--- config.mk ---
export PLATFORM = sky130hd
export DESIGN_NAME = seg7_scan_decoder
export DESIGN_NICKNAME = d
export VERILOG_FILES = /design/src/rtl/seg7_scan_decoder.sv
export SDC_FILE = /design/constraint.sdc
export NUM_CORES = 1
export LEC_CHECK = 0
export ABC_AREA = 1
export CAP_MARGIN = 20
export CORE_MARGIN = 5
export CORE_UTILIZATION = 58
export CTS_BUF_LIST = sky130_fd_sc_hd__clkbuf_8
export DETAILED_ROUTE_END_ITERATION = 6
export GPL_ROUTABILITY_DRIVEN = 0
export PLACE_DENSITY = 0.82
export SLEW_MARGIN = 5
export SYNTH_ARGS = -nofsm -noshare
export SYNTH_HDL_FRONTEND = slang
export SYNTH_SLANG_ARGS = --single-unit
--- constraint.sdc ---
create_clock -name clk -period 2.7 [get_ports clk]
set_input_delay 0.675 -clock clk [delete_from_list [all_inputs] [get_ports clk]]
set_output_delay 0.675 -clock clk [all_outputs]
set_load 0.05 [all_outputs]
--- src/rtl/seg7_scan_decoder.sv ---
// Scanned 7-segment bus receiver: per-digit glitch filter, segment-to-hex decode and
// frame assembly into a held output word with valid/ready handshake and overrun flag.
module seg7_scan_decoder #(
  parameter int NUM_DIGITS    = 4,
  parameter int STABLE_CYCLES = 3
) (
  input  logic                    clk,
  input  logic                    reset,
  input  logic                    sample_en,
  input  logic [6:0]              seg_in,
  input  logic [NUM_DIGITS-1:0]   dig_sel,
  output logic [4*NUM_DIGITS-1:0] word_out,
  output logic [NUM_DIGITS-1:0]   blank_mask,
  output logic                    frame_err,
  output logic                    word_valid,
  input  logic                    word_ready,
  output logic                    overrun
);

  localparam int CW = $clog2(STABLE_CYCLES + 1);
  localparam logic [CW-1:0] CNT_ONE    = CW'(1);
  localparam logic [CW-1:0] STABLE_MAX = CW'(STABLE_CYCLES);
  localparam logic [NUM_DIGITS-1:0] SEL_ONE = NUM_DIGITS'(1);

  typedef enum logic {
    COLLECT = 1'b0,
    HOLD    = 1'b1
  } state_t;

  // segment decode
  logic [3:0] dec_nib;
  logic       dec_blank;
  logic       dec_inv;

  always_comb begin
    dec_nib   = 4'h0;
    dec_blank = 1'b0;
    dec_inv   = 1'b0;
    case (seg_in)
      7'h7E: dec_nib = 4'h0;
      7'h30: dec_nib = 4'h1;
      7'h6D: dec_nib = 4'h2;
      7'h79: dec_nib = 4'h3;
      7'h33: dec_nib = 4'h4;
      7'h5B: dec_nib = 4'h5;
      7'h5F: dec_nib = 4'h6;
      7'h70: dec_nib = 4'h7;
      7'h7F: dec_nib = 4'h8;
      7'h7B: dec_nib = 4'h9;
      7'h77: dec_nib = 4'hA;
      7'h1F: dec_nib = 4'hB;
      7'h4E: dec_nib = 4'hC;
      7'h3D: dec_nib = 4'hD;
      7'h4F: dec_nib = 4'hE;
      7'h47: dec_nib = 4'hF;
      7'h00: dec_blank = 1'b1;
      default: dec_inv = 1'b1;
    endcase
  end

  // glitch filter
  logic [CW-1:0]         cnt_reg, cnt_next;
  logic [NUM_DIGITS-1:0] prev_sel_reg, prev_sel_next;
  logic [6:0]            prev_seg_reg, prev_seg_next;
  logic                  sel_onehot;
  logic                  same_sample;
  logic                  commit;

  assign sel_onehot  = (dig_sel != '0) && ((dig_sel & (dig_sel - SEL_ONE)) == '0);
  assign same_sample = (dig_sel == prev_sel_reg) && (seg_in == prev_seg_reg);

  always_comb begin
    cnt_next      = cnt_reg;
    prev_sel_next = prev_sel_reg;
    prev_seg_next = prev_seg_reg;
    commit        = 1'b0;
    if (sample_en) begin
      if (!sel_onehot) begin
        cnt_next      = '0;
        prev_sel_next = '0;
        prev_seg_next = '0;
      end else if (same_sample) begin
        // saturation keeps a long stable run from committing more than once
        if (cnt_reg != STABLE_MAX) begin
          cnt_next = cnt_reg + CNT_ONE;
          commit   = (cnt_reg == (STABLE_MAX - CNT_ONE));
        end
      end else begin
        cnt_next      = CNT_ONE;
        prev_sel_next = dig_sel;
        prev_seg_next = seg_in;
        commit        = (STABLE_CYCLES == 1);
      end
    end
  end

  // frame capture
  logic [4*NUM_DIGITS-1:0] cap_nib_reg, cap_nib_upd;
  logic [NUM_DIGITS-1:0]   cap_blank_reg, cap_blank_upd;
  logic [NUM_DIGITS-1:0]   cap_inv_reg, cap_inv_upd, cap_inv_next;
  logic [NUM_DIGITS-1:0]   cap_mask_reg, cap_mask_upd, cap_mask_next;
  logic [NUM_DIGITS-1:0]   cap_hit;
  logic                    frame_done;

  genvar gi;
  generate
    for (gi = 0; gi < NUM_DIGITS; gi++) begin : g_digit
      assign cap_hit[gi]            = commit && dig_sel[gi];
      assign cap_nib_upd[gi*4 +: 4] = cap_hit[gi] ? dec_nib : cap_nib_reg[gi*4 +: 4];
      assign cap_blank_upd[gi]      = cap_hit[gi] ? dec_blank : cap_blank_reg[gi];
      assign cap_inv_upd[gi]        = cap_hit[gi] ? dec_inv : cap_inv_reg[gi];
      assign cap_mask_upd[gi]       = cap_mask_reg[gi] | cap_hit[gi];
    end
  endgenerate

  assign frame_done    = commit && (&cap_mask_upd);
  assign cap_mask_next = frame_done ? '0 : cap_mask_upd;
  assign cap_inv_next  = frame_done ? '0 : cap_inv_upd;

  // output stage
  state_t                  state_reg, state_next;
  logic                    load;
  logic                    overrun_next;
  logic [4*NUM_DIGITS-1:0] word_reg;
  logic [NUM_DIGITS-1:0]   blank_reg;
  logic                    err_reg;
  logic                    overrun_reg;

  always_comb begin
    state_next   = state_reg;
    load         = 1'b0;
    overrun_next = 1'b0;
    case (state_reg)
      COLLECT: begin
        if (frame_done) begin
          load       = 1'b1;
          state_next = HOLD;
        end
      end
      HOLD: begin
        if (word_ready) begin
          if (frame_done) begin
            load = 1'b1;
          end else begin
            state_next = COLLECT;
          end
        end else if (frame_done) begin
          overrun_next = 1'b1;
        end
      end
      default: state_next = COLLECT;
    endcase
  end

  always_ff @(posedge clk) begin
    if (reset) begin
      cnt_reg       <= '0;
      prev_sel_reg  <= '0;
      prev_seg_reg  <= '0;
      cap_nib_reg   <= '0;
      cap_blank_reg <= '0;
      cap_inv_reg   <= '0;
      cap_mask_reg  <= '0;
      state_reg     <= COLLECT;
      word_reg      <= '0;
      blank_reg     <= '0;
      err_reg       <= 1'b0;
      overrun_reg   <= 1'b0;
    end else begin
      cnt_reg       <= cnt_next;
      prev_sel_reg  <= prev_sel_next;
      prev_seg_reg  <= prev_seg_next;
      cap_nib_reg   <= cap_nib_upd;
      cap_blank_reg <= cap_blank_upd;
      cap_inv_reg   <= cap_inv_next;
      cap_mask_reg  <= cap_mask_next;
      state_reg     <= state_next;
      overrun_reg   <= overrun_next;
      if (load) begin
        word_reg  <= cap_nib_upd;
        blank_reg <= cap_blank_upd;
        err_reg   <= |cap_inv_upd;
      end
    end
  end

  assign word_out   = word_reg;
  assign blank_mask = blank_reg;
  assign frame_err  = err_reg;
  assign word_valid = (state_reg == HOLD);
  assign overrun    = overrun_reg;

endmodule

=== After elaboration in Yosys (flattened, before gate mapping) ===
Index checks and enable logic that the tools add are counted.

* Flip-flop bits (word level): 64
* Input bits: 15
* Word-level logic and storage cells: 90

* Add/sub/neg operators: 2
* Eq/ne operators: 22
* Muxes and demuxes: 31
* Bitwise logic cells: 6
* Reduce and logical (&&, ||, !) cells: 17

{| class="wikitable"
|+ Operators by type and width
! kind !! number
|-
| 7-bit equality test (second input constant) || 12
|-
| 4-bit case mux with 15 select lines || 1
|-
| 4-bit 2-to-1 mux || 6
|-
| 7-bit by 6-bit equality test with 1-bit output (second input constant) || 3
|-
| 1-bit 2-to-1 mux || 17
|-
| 17-bit OR reduction || 1
|-
| 7-bit 2-to-1 mux || 2
|-
| 7-bit by 5-bit equality test with 1-bit output (second input constant) || 1
|-
| 7-bit equality test || 1
|-
| 1-bit logical AND || 7
|-
| 7-bit zero test || 1
|-
| 2-bit 2-to-1 mux || 3
|-
| 4-bit AND || 1
|-
| 4-bit equality test || 1
|-
| 4-bit zero test || 1
|-
| 2-bit != test (second input constant) || 2
|-
| 1-bit OR || 4
|-
| 1-bit case mux with 2 select lines || 2
|-
| 2-bit AND reduction || 2
|-
| 4-bit AND reduction || 1
|-
| 4-bit nonzero test || 1
|-
| 4-bit OR reduction || 1
|-
| 4-bit by 1-bit subtractor with 4-bit output (second input constant) || 1
|-
| 3-bit by 2-bit != test with 1-bit output (second input constant) || 1
|-
| 5 further kinds || 5
|}

=== Logic depth before layout (Yosys ltp) ===
* Depth after elaboration: 13
* Depth in mapped cells: 17

=== Least setup slack after synthesis ===
No wires, ideal clock.

* Kind: input to register
* Start point: input seg_in[4]
* End point: register word_reg[10], in the netlist word_out[10]
* Setup time: 0.114 ns
* Arrival: 2.050 ns
* Required time: 2.586 ns
* Slack: 0.536 ns
* Stages on the path: 16
* Buffers on the path: 2
* Cells stage by stage: buf_4 > inv_2 > nand2_1 > nand2_1 > nand2_1 > nor2_2 > nand2_2 > nor2_8 > nand4_1 > nand2_2 > inv_2 > nor2_2 > buf_4 > nand4_1 > nand2_1 > nor2_1

* Word-level cells in the longest chain between the ends: 12
* Elaborated cells between the ends (all ways): 35
* Those cells by class: eq/ne: 16; mux: 8; bitwise: 4; reduce/logical: 7

{| class="wikitable"
|+ RTL lines
! what !! RTL line !! text
|-
| start: declaration || 10 || <nowiki>input logic [6:0] seg_in,</nowiki>
|-
| 7-bit equality test || 70 || <nowiki>assign same_sample = (dig_sel == prev_sel_reg) && (seg_in == prev_seg_reg);</nowiki>
|-
| 1-bit logical AND || 70 ||
|-
| 1-bit 2-to-1 mux || 82 || <nowiki>end else if (same_sample) begin</nowiki>
|-
| 1-bit 2-to-1 mux || 78 || <nowiki>if (!sel_onehot) begin</nowiki>
|-
| 1-bit 2-to-1 mux || 77 || <nowiki>if (sample_en) begin</nowiki>
|-
| 1-bit logical AND || 108 || <nowiki>assign cap_hit[gi] = commit && dig_sel[gi];</nowiki>
|-
| 1-bit OR || 112 || <nowiki>assign cap_mask_upd[gi] = cap_mask_reg[gi] | cap_hit[gi];</nowiki>
|-
| 4-bit AND reduction || 116 || <nowiki>assign frame_done = commit && (&cap_mask_upd);</nowiki>
|-
| 1-bit logical AND || 116 ||
|-
| 1-bit 2-to-1 mux || 135, 142 ||
|-
| 1-bit 2-to-1 mux || 141 || <nowiki>if (word_ready) begin</nowiki>
|-
| 1-bit case mux with 2 select lines || 133 || <nowiki>case (state_reg)</nowiki>
|-
| end signal: assignment || 180 || <nowiki>word_reg <= cap_nib_upd;</nowiki>
|-
| end: declaration || 124 || <nowiki>logic [4*NUM_DIGITS-1:0] word_reg;</nowiki>
|}

Several ways; a longest one is shown, not always the timed one.
A chain may end at the register's enable or synchronous reset.

=== Worst setup path in the final report ===
* Start point: input dig_sel[3]
* End point: register word_reg[13], in the netlist word_out[13]

* Word-level cells in the longest chain between the ends: 13
* Elaborated cells between the ends (all ways): 24
* Those cells by class: add/sub: 1; eq/ne: 1; mux: 7; bitwise: 5; reduce/logical: 10

{| class="wikitable"
|+ RTL lines
! what !! RTL line !! text
|-
| start: declaration || 11 || <nowiki>input logic [NUM_DIGITS-1:0] dig_sel,</nowiki>
|-
| 4-bit by 1-bit subtractor with 4-bit output || 69 || <nowiki>assign sel_onehot = (dig_sel != '0) && ((dig_sel & (dig_sel - SEL_ONE)) == '0);</nowiki>
|-
| 4-bit AND || 69 ||
|-
| 4-bit zero test || 69 ||
|-
| 1-bit logical AND || 69 ||
|-
| 1-bit 2-to-1 mux || 78 ||
|-
| 1-bit 2-to-1 mux || 77 ||
|-
| 1-bit logical AND || 108 ||
|-
| 1-bit OR || 112 ||
|-
| 4-bit AND reduction || 116 ||
|-
| 1-bit logical AND || 116 ||
|-
| 1-bit 2-to-1 mux || 135, 142 ||
|-
| 1-bit 2-to-1 mux || 141 ||
|-
| 1-bit case mux with 2 select lines || 133 ||
|}

Several ways; a longest one is shown, not always the timed one.

==> reports/results.ini <==
[timing]
clock-skew-final_ns = 0.007239
final.period_utilization_pct = 92.93
period_minus_slack_ns = 2.509
slew-limit-headroom_pct = 53.93
maxSlewViolCount = 0
final-hold-violation-count = 0
finalSetupViolCount = 0
worst_pin_slew_ns = 0.6903
fmax_mhz = 398.6
rsz0062_at_grt = false

[detailed_routing]
drc = 0
via_per_inst = 5.068
dr_total_vias = 3152
postRouteAntennaNets = 0
drtIter0Drc = 245
drtPass1Iterations = 4
wl_per_cell_um = 12.00
drt-total-wl_um = 7465

[cts]
post_cts_resized = 0
cts_buffers = 9
clk_path_buf_depth = 2
clock_latency_ns = 0.35
cts-hold-fix-buffers = 0
cts_max_level = 3
root_buffer = clkbuf_8
clkTransAtPathRegs_ns = 0.07
cts_tree = done
post_cts_buffers = 0
clkSinkCount = 64

[pwr]
power_density_nw_per_um2 = 458.4
p_leak_nw = 1.923
total_power_mw = 1.855
ir_drop_v = 0.0003542

[synth]
synth_mux_area_share_pct = 0
syn_avg_cell_area_um2 = 6.669
synth_cells = 479
synth-adder-area-share_pct = 0.7834
seq_area_frac_synth_pct = 40.11
synth_top_family_by_area = simple AND/OR/NAND/NOR gates
ys_types = 31
yosysTopAreaCellShare_pct = 40.11
synth_top_area_cell = dfxtp_1
synthSimpleGateAreaFrac_pct = 37.29
synth-compound-area-share_pct = 8.421
synth_area_um2 = 3194
syn_nets = 496
synth.area.top_cells = dfxtp_1, nand2_1, nor2_1
synth-xor-area-share_pct = 1.371
synth-seq-cells = 64
yosysWarnings = 0

[finish]
drive_above_1_share_pct = 14.36
diodes = 0
fin_util_pct = 74.40
syn_to_final_growth_pct = 26.67
num-nets-final = 562

[worst_setup_path]
startpoint_type = input pin
endpoint_kind = flip-flop
critical_path_class = in -> reg
worstPathMaxFanout = 12
crit_required_ns = 2.94
worstPathArrival_ns = 2.75
r2r_slack_ns = 0.73

[place]
io_buffers = 37
place_hpwl_um = 5473

[global_routing]
grt_max_degree = 36
grt_pass1_vias = 3068
antenna_found_initial = 0
grt.total_usage_pct = 22.79
grt.overflow.total = 0
grt_pass1_wl_um = 13210

[run_status]
status = complete, no violations

[floorplan]
ios = 38
rows = 27
die_y_um = 84.21
core_area_um2 = 5439
fp.dieW_um = 84.21
initial_core_util_pct = 58.73
dieArea_um2 = 7091

[job]
maxCapViolCount = 0

[worst_hold_path]
hold_path_class = reg -> reg

cell families (layout without fill, tap and decap cells):
family,count (synthesis),in the layout
AO/OA/AOI/OAI,48,48
buffers and inverters,89,160
flip-flops,64,64
adder cells (fa/ha/maj),2,2
AND/OR/NAND/NOR,271,271
XOR/XNOR,5,5
cell type report:
type                       count  area [um2]
fill                         425        1393
tap                           72       90.09
clock inverter                 6       36.28
sequential                    64        1281
inverter                      64       240.2
clock buffer                  10       137.6
timing repair buffer          80       721.9
multi-input combinational    326        1539
metrics by stage:
| step | area, um2 | cells | setup slack [ns] | TNS [ns] | hold slack [ns] |
|---|---|---|---|---|---|
| finish | 4046 | 622 | 0.1910 | 0 | 0.4649 |
| global route | 4046 | 622 | 0.008896 | 0 | 0.5102 |
| CTS | 4033 | 622 | 0.1924 | 0 | 0.4677 |
| detailed placement | 3859 | 606 | -0.1689 | -3.099 | 0.4537 |
| global placement | 3859 | 606 | -0.1190 | -2.240 | 0.4395 |
| floorplan | 3194 | 479 | 0.5356 | 0 | 0.4318 |
final timing paths:
path	start	endpoint	depth (start not counted)
setup / recovery	dig_sel[3]	word_out[13]	12
hold reg to reg	cap_mask_reg[1]	cap_mask_reg[1]	2
setup reg to reg	prev_seg_reg[4]	word_out[13]	14
hold / removal	cap_mask_reg[1]	cap_mask_reg[1]	2
synthesized netlist by cell type (all sizes together):
| cell | count |
|---|---|
| nor3 | 7 |
| nand4 | 27 |
| or3 | 1 |
| ha | 2 |
| a21oi | 20 |
| o21ai | 21 |
| buf | 19 |
| nand2 | 123 |
| inv | 64 |
| xor2 | 3 |
| nand3b | 1 |
| nor2 | 94 |
| nand3 | 18 |
| xnor2 | 2 |
| a211oi | 6 |
| o31ai | 1 |
| clkbuf | 6 |
| dfxtp | 64 |
power by group:
part / leakage [nW] / switching, mW / internal (mW) / total (mW)
registers: 0.517 / 0.00600 / 0.953 / 0.959
clock network: 0.0972 / 0.370 / 0.352 / 0.722
logic: 1.31 / 0.101 / 0.0729 / 0.174
total: 1.92 / 0.477 / 1.38 / 1.85
worst max-delay path, cell delays in order:
cell and delay (ns):
clkdlybuf4s50_1 0.51, xor2_1 0.18, nor2_1 0.14, nand2_2 0.11
nor2_8 0.15, buf_12 0.12, nand4_1 0.07, buf_4 0.19
o21ai_0 0.29, nand4_1 0.15, nand2_1 0.11, nor2_1 0.05
metal layers:
layer | global-route usage [%] | share of wire (%)
met3 | 4.416 | 4.7
met4 | 11.70 | 2.5
met5 | 0 | 0
met2 | 39.81 | 50
met1 | 26.36 | 43
placed cells by master (no fill, tap or decap), types with 2 or more instances in the layout:
cell / count
nor3_1: 5
nand2_2: 3
nand2_1: 120
ha_1: 2
a21oi_1: 19
buf_12: 2
clkdlybuf4s50_1: 37
a211oi_1: 6
inv_1: 58
dfxtp_1: 64
buf_4: 40
inv_2: 7
xnor2_1: 2
nand3_1: 17
o21ai_0: 9
clkinv_2: 3
o21ai_1: 12
nor3_2: 2
nand4_1: 24
clkbuf_8: 10
xor2_1: 3
nor2_1: 90
nor2_2: 2
nand4_2: 2
clkinv_4: 2
Note: power is estimated with default switching activity, not from simulation.
==> patch 1, RTL diff (same settings) <==
Set the parameter `NUM_DIGITS` to 5 (it was 4).
--- a/src/rtl/seg7_scan_decoder.sv
+++ b/src/rtl/seg7_scan_decoder.sv
@@ -1,7 +1,7 @@
 // Scanned 7-segment bus receiver: per-digit glitch filter, segment-to-hex decode and
 // frame assembly into a held output word with valid/ready handshake and overrun flag.
 module seg7_scan_decoder #(
-  parameter int NUM_DIGITS    = 4,
+  parameter int NUM_DIGITS    = 5,
   parameter int STABLE_CYCLES = 3
 ) (
   input  logic                    clk,
Interface: changed (resized blank_mask, dig_sel and word_out); port bits go from 38 to 44. The function was not compared with the original's and may differ.
==> patch 1 against the original RTL <==
Final area rose by 26%; sequential cell count rose by 13; setup slack got worse by 110 ps; synthesized area rose by 20%; clock skew rose by 4.5 ps; sequential share of layout area fell by 1.4 points; total power rose by 26%; wire length rose by 38%; critical endpoint is now word_out[12]; largest cell class unchanged.
==> patch 1: results (changes against the original RTL) <==
[status]
status=finished, final reports clean  ; unchanged

[synthesis]
syn_avg_cell_area_sq_um=6.80  ; was 6.67 sq um
synth_fp_nets=584  ; was 496
netlist_top_cells_area=dfxtp_1 40%, nand2_1 14%, nor2_1 9.3%  ; was dfxtp_1 40%, nand2_1 14%, nor2_1 11%
synth_xor_area_frac=0.0159  ; was 0.0137

[global_routing]
gr-usage-all-layers=0.235  ; was 0.228
grt_pass1_wl_mm=16.6  ; was 13.2 mm
grt_max_degree=54  ; was 36
grt_pass1_vias=3770  ; was 3068

[sta]
hold_slack_ps=468  ; was 465 ps
fin_skew_ps=11.8  ; was 7.24 ps

[place]
placed_cell_area_sq_um=4730  ; was 3860 sq um
numPortBuffers=43  ; was 37
pre_cts_ws_ps=-338  ; was -169 ps
dp_hpwl_mm=6.63  ; was 5.47 mm

[power_and_ir_drop]
pg_clk_uw=982  ; was 722 uW
switching_share=0.241  ; was 0.257
ir_drop_v=0.000337  ; was 0.000354 V

[hold_path]
min_to=word_out[17]  ; was cap_mask_reg[1]

[drt]
drt_iter0_drc=301  ; was 245
avgViaCountPerCell=5.41  ; was 5.07
drt_pass1_iterations=7  ; was 4
routed_wl_mm=10.3  ; was 7.47 mm

[worst_setup_path]
timing.rr.start=prev_sel_reg[1]  ; was prev_seg_reg[4]

[layout]
final_cell_area_sq_um=5100  ; was 4050 sq um

patch 1: per-layer routing:
metal / vias to the layer above / routed length (um) / GRT usage
li1: 1991 / - / -
met1: 1835 / 4330 / 0.299
met2: 164 / 5070 / 0.389
met3: 31 / 639 / 0.0397
met4: 0 / 253 / 0.106
met5: - / 0 / 0
patch 1: cell type report:
| class | instances | share of cell area |
|---|---|---|
| Clock buffer | 10 | 0.0270 |
| Clock inverter | 6 | 0.0169 |
| Inverter | 58 | 0.0442 |
| Multi-Input combinational cell | 400 | 0.378 |
| Sequential cell | 77 | 0.302 |
| Tap cell | 77 | 0.0189 |
| Timing Repair Buffer | 115 | 0.212 |
patch 1: repair_timing:
item / in CTS / in global routing
pin swaps: 0 / 8
setup buffers: 0 / 3
endpoints found under the hold margin: 0 / 0
resized for setup: 1 / 21
setup endpoints to repair: 1 / 44
gates cloned: 0 / 2
patch 1: tightest hold or removal path: cells and delay by family (launching register included):
kind,cells,cell delay [ps]
and+or+nand+nor,1,60
DFF,1,330
AOI/OAI and AO/OA,1,40
==> patch 2, RTL diff (same flow settings) <==
Without the edit above. Reset style: asynchronous (`reset`), changed in one clocked block.
--- a/src/rtl/seg7_scan_decoder.sv
+++ b/src/rtl/seg7_scan_decoder.sv
@@ -152,7 +152,7 @@
     endcase
   end
 
-  always_ff @(posedge clk) begin
+  always_ff @(posedge clk or posedge reset) begin
     if (reset) begin
       cnt_reg       <= '0;
       prev_sel_reg  <= '0;
Function: same outputs for any inputs over 10 cycles, from zero or initial values and one cycle with reset high; that may be too few to reach the edited logic, so the function may still have changed.
==> patch 2 against the original RTL <==
Cell count is 2.4% lower; synthesized area is 9.6% higher; die area is 8.5% higher; synthesized cell count is 8.8% lower; total power is 14% higher; global-route usage is 0.41 points higher; wire length is 7.4% higher; via count is 2.5% lower; combinational power is 26% higher; sequential cell count stayed put; core utilization is 2.8 points higher; final area is 12% higher; setup slack better by 10 ps; largest power group unchanged.
==> patch 2: results (changes against the original RTL) <==
[layout]
bufAreaShareNonClock=0.179  ; was 0.178
fill_cells=412  ; was 425
inv_count=79  ; was 64
final-clk-cell-share=0.0485  ; was 0.0430
drive_gt1_frac=0.259  ; was 0.144
multi_input_cells=282  ; was 326
buffers=91  ; was 80
seq_cell_count=64  ; unchanged
seq-cell-share=0.353  ; was 0.317
final_nets=544  ; was 562
multi_input_area_sq_um=1520  ; was 1540 sq um

[sta]
fin_skew_ps=11.8  ; was 7.24 ps
tightestPinTransition_ps=630  ; was 690 ps
relSlewSlack=0.579  ; was 0.539
finalCritPeriodShare=0.925  ; was 0.929

[place]
dp_cells=591  ; was 606
pre_cts_ws_ps=-175  ; was -169 ps
numPortBuffers=37  ; unchanged
placed_cell_area_sq_um=4300  ; was 3860 sq um
dp_hpwl_mm=6.01  ; was 5.47 mm

[global_routing]
met1_usage=0.299  ; was 0.264
grt_max_degree=31  ; was 36
grt_pass1_wl_mm=14.0  ; was 13.2 mm
met2_usage=0.382  ; was 0.398
gr-usage-all-layers=0.232  ; was 0.228
grt_pass1_vias=3177  ; was 3068
gr-usage-met3=0.0583  ; was 0.0442

[drt]
wl_met3_um=479  ; was 351 um
dr_wl_met2_mm=3.90  ; was 3.70 mm
avgViaCountPerCell=5.06  ; was 5.07
drt_pass1_iterations=4  ; unchanged
routed_wl_mm=8.02  ; was 7.47 mm
vias=3072  ; was 3152
drt-met1-wl_mm=3.53  ; was 3.22 mm
drt_iter0_drc=106  ; was 245

[synthesis]
syn-instance-count=437  ; was 479
syn_avg_cell_area_sq_um=8.01  ; was 6.67 sq um
synth_fp_nets=454  ; was 496
seq_area_frac_synth=0.457  ; was 0.401
async_reset_ff_frac=1.00  ; was 0
yosys-top-cells-count=94 x nand2_1, 72 x inv_1, 64 x dfrtp_1, 46 x nor2_1, 27 x nand2_2  ; was 120 x nand2_1, 90 x nor2_1, 64 x dfxtp_1, 58 x inv_1, 24 x nand4_1
netlist_top_cells_area=dfrtp_1 46%, nand2_1 10%, inv_1 7.7%  ; was dfxtp_1 40%, nand2_1 14%, nor2_1 11%
ys.flop_type=dfrtp_1  ; was dfxtp_1

[power_and_ir_drop]
p_leak_uw=0.00238  ; was 0.00192 uW
power_density_nw_per_um2=467  ; was 458 nW/um^2
ir_drop_v=0.000338  ; was 0.000354 V

[worst_setup_path]
startpoint=seg_in[1]  ; was dig_sel[3]
timing.rr.start=prev_seg_reg[3]  ; was prev_seg_reg[4]
worstPathMaxFanout=5  ; was 12
critical_path.max_stage_delay_ps=580  ; was 510 ps
r2r_cells=10  ; was 14

[hold_path]
hold_start=word_out[9]  ; was cap_mask_reg[1]

[status]
status=finished, final reports clean  ; unchanged

[cts]
root_buffer=clkbuf_8  ; unchanged
numCtsBuffers=9  ; unchanged
clk_pin_slew_ps=70  ; about the same

## patch 2: cell types whose count changed after synthesis, moves of 10 or more
cell     change
dfrtp_1     +64
dfxtp_1     -64
inv_1       +14
nand2_1     -26
nand2_2     +24
nand4_1     -21
nor2_1      -44
o21ai_1     -10
o21ai_2     +20
## patch 2: where the power goes
part | switching (uW) | internal [uW]
Clock | 375 | 542
Combinational | 132 | 86.7
Sequential | 11.7 | 974
## patch 2: final timing paths
check | slack (ps) | endpoint
hold reg to reg | 490 | word_out[9]
hold / removal | 490 | word_out[9]
setup reg to reg | 700 | word_out[3]
min in group asynchronous | 730 | cap_blank_reg[3]
setup / recovery | 200 | word_out[4]
max in group asynchronous | 1380 | prev_seg_reg[2]
## patch 2: logic make-up after synthesis
family / Yosys count / synth area share
buf+inv: 91 / 0.112
fa+ha+maj: 2 / 0.00714
flops: 64 / 0.457
simple gates: 211 / 0.286
compound gates: 64 / 0.125
xor+xnor: 5 / 0.0125
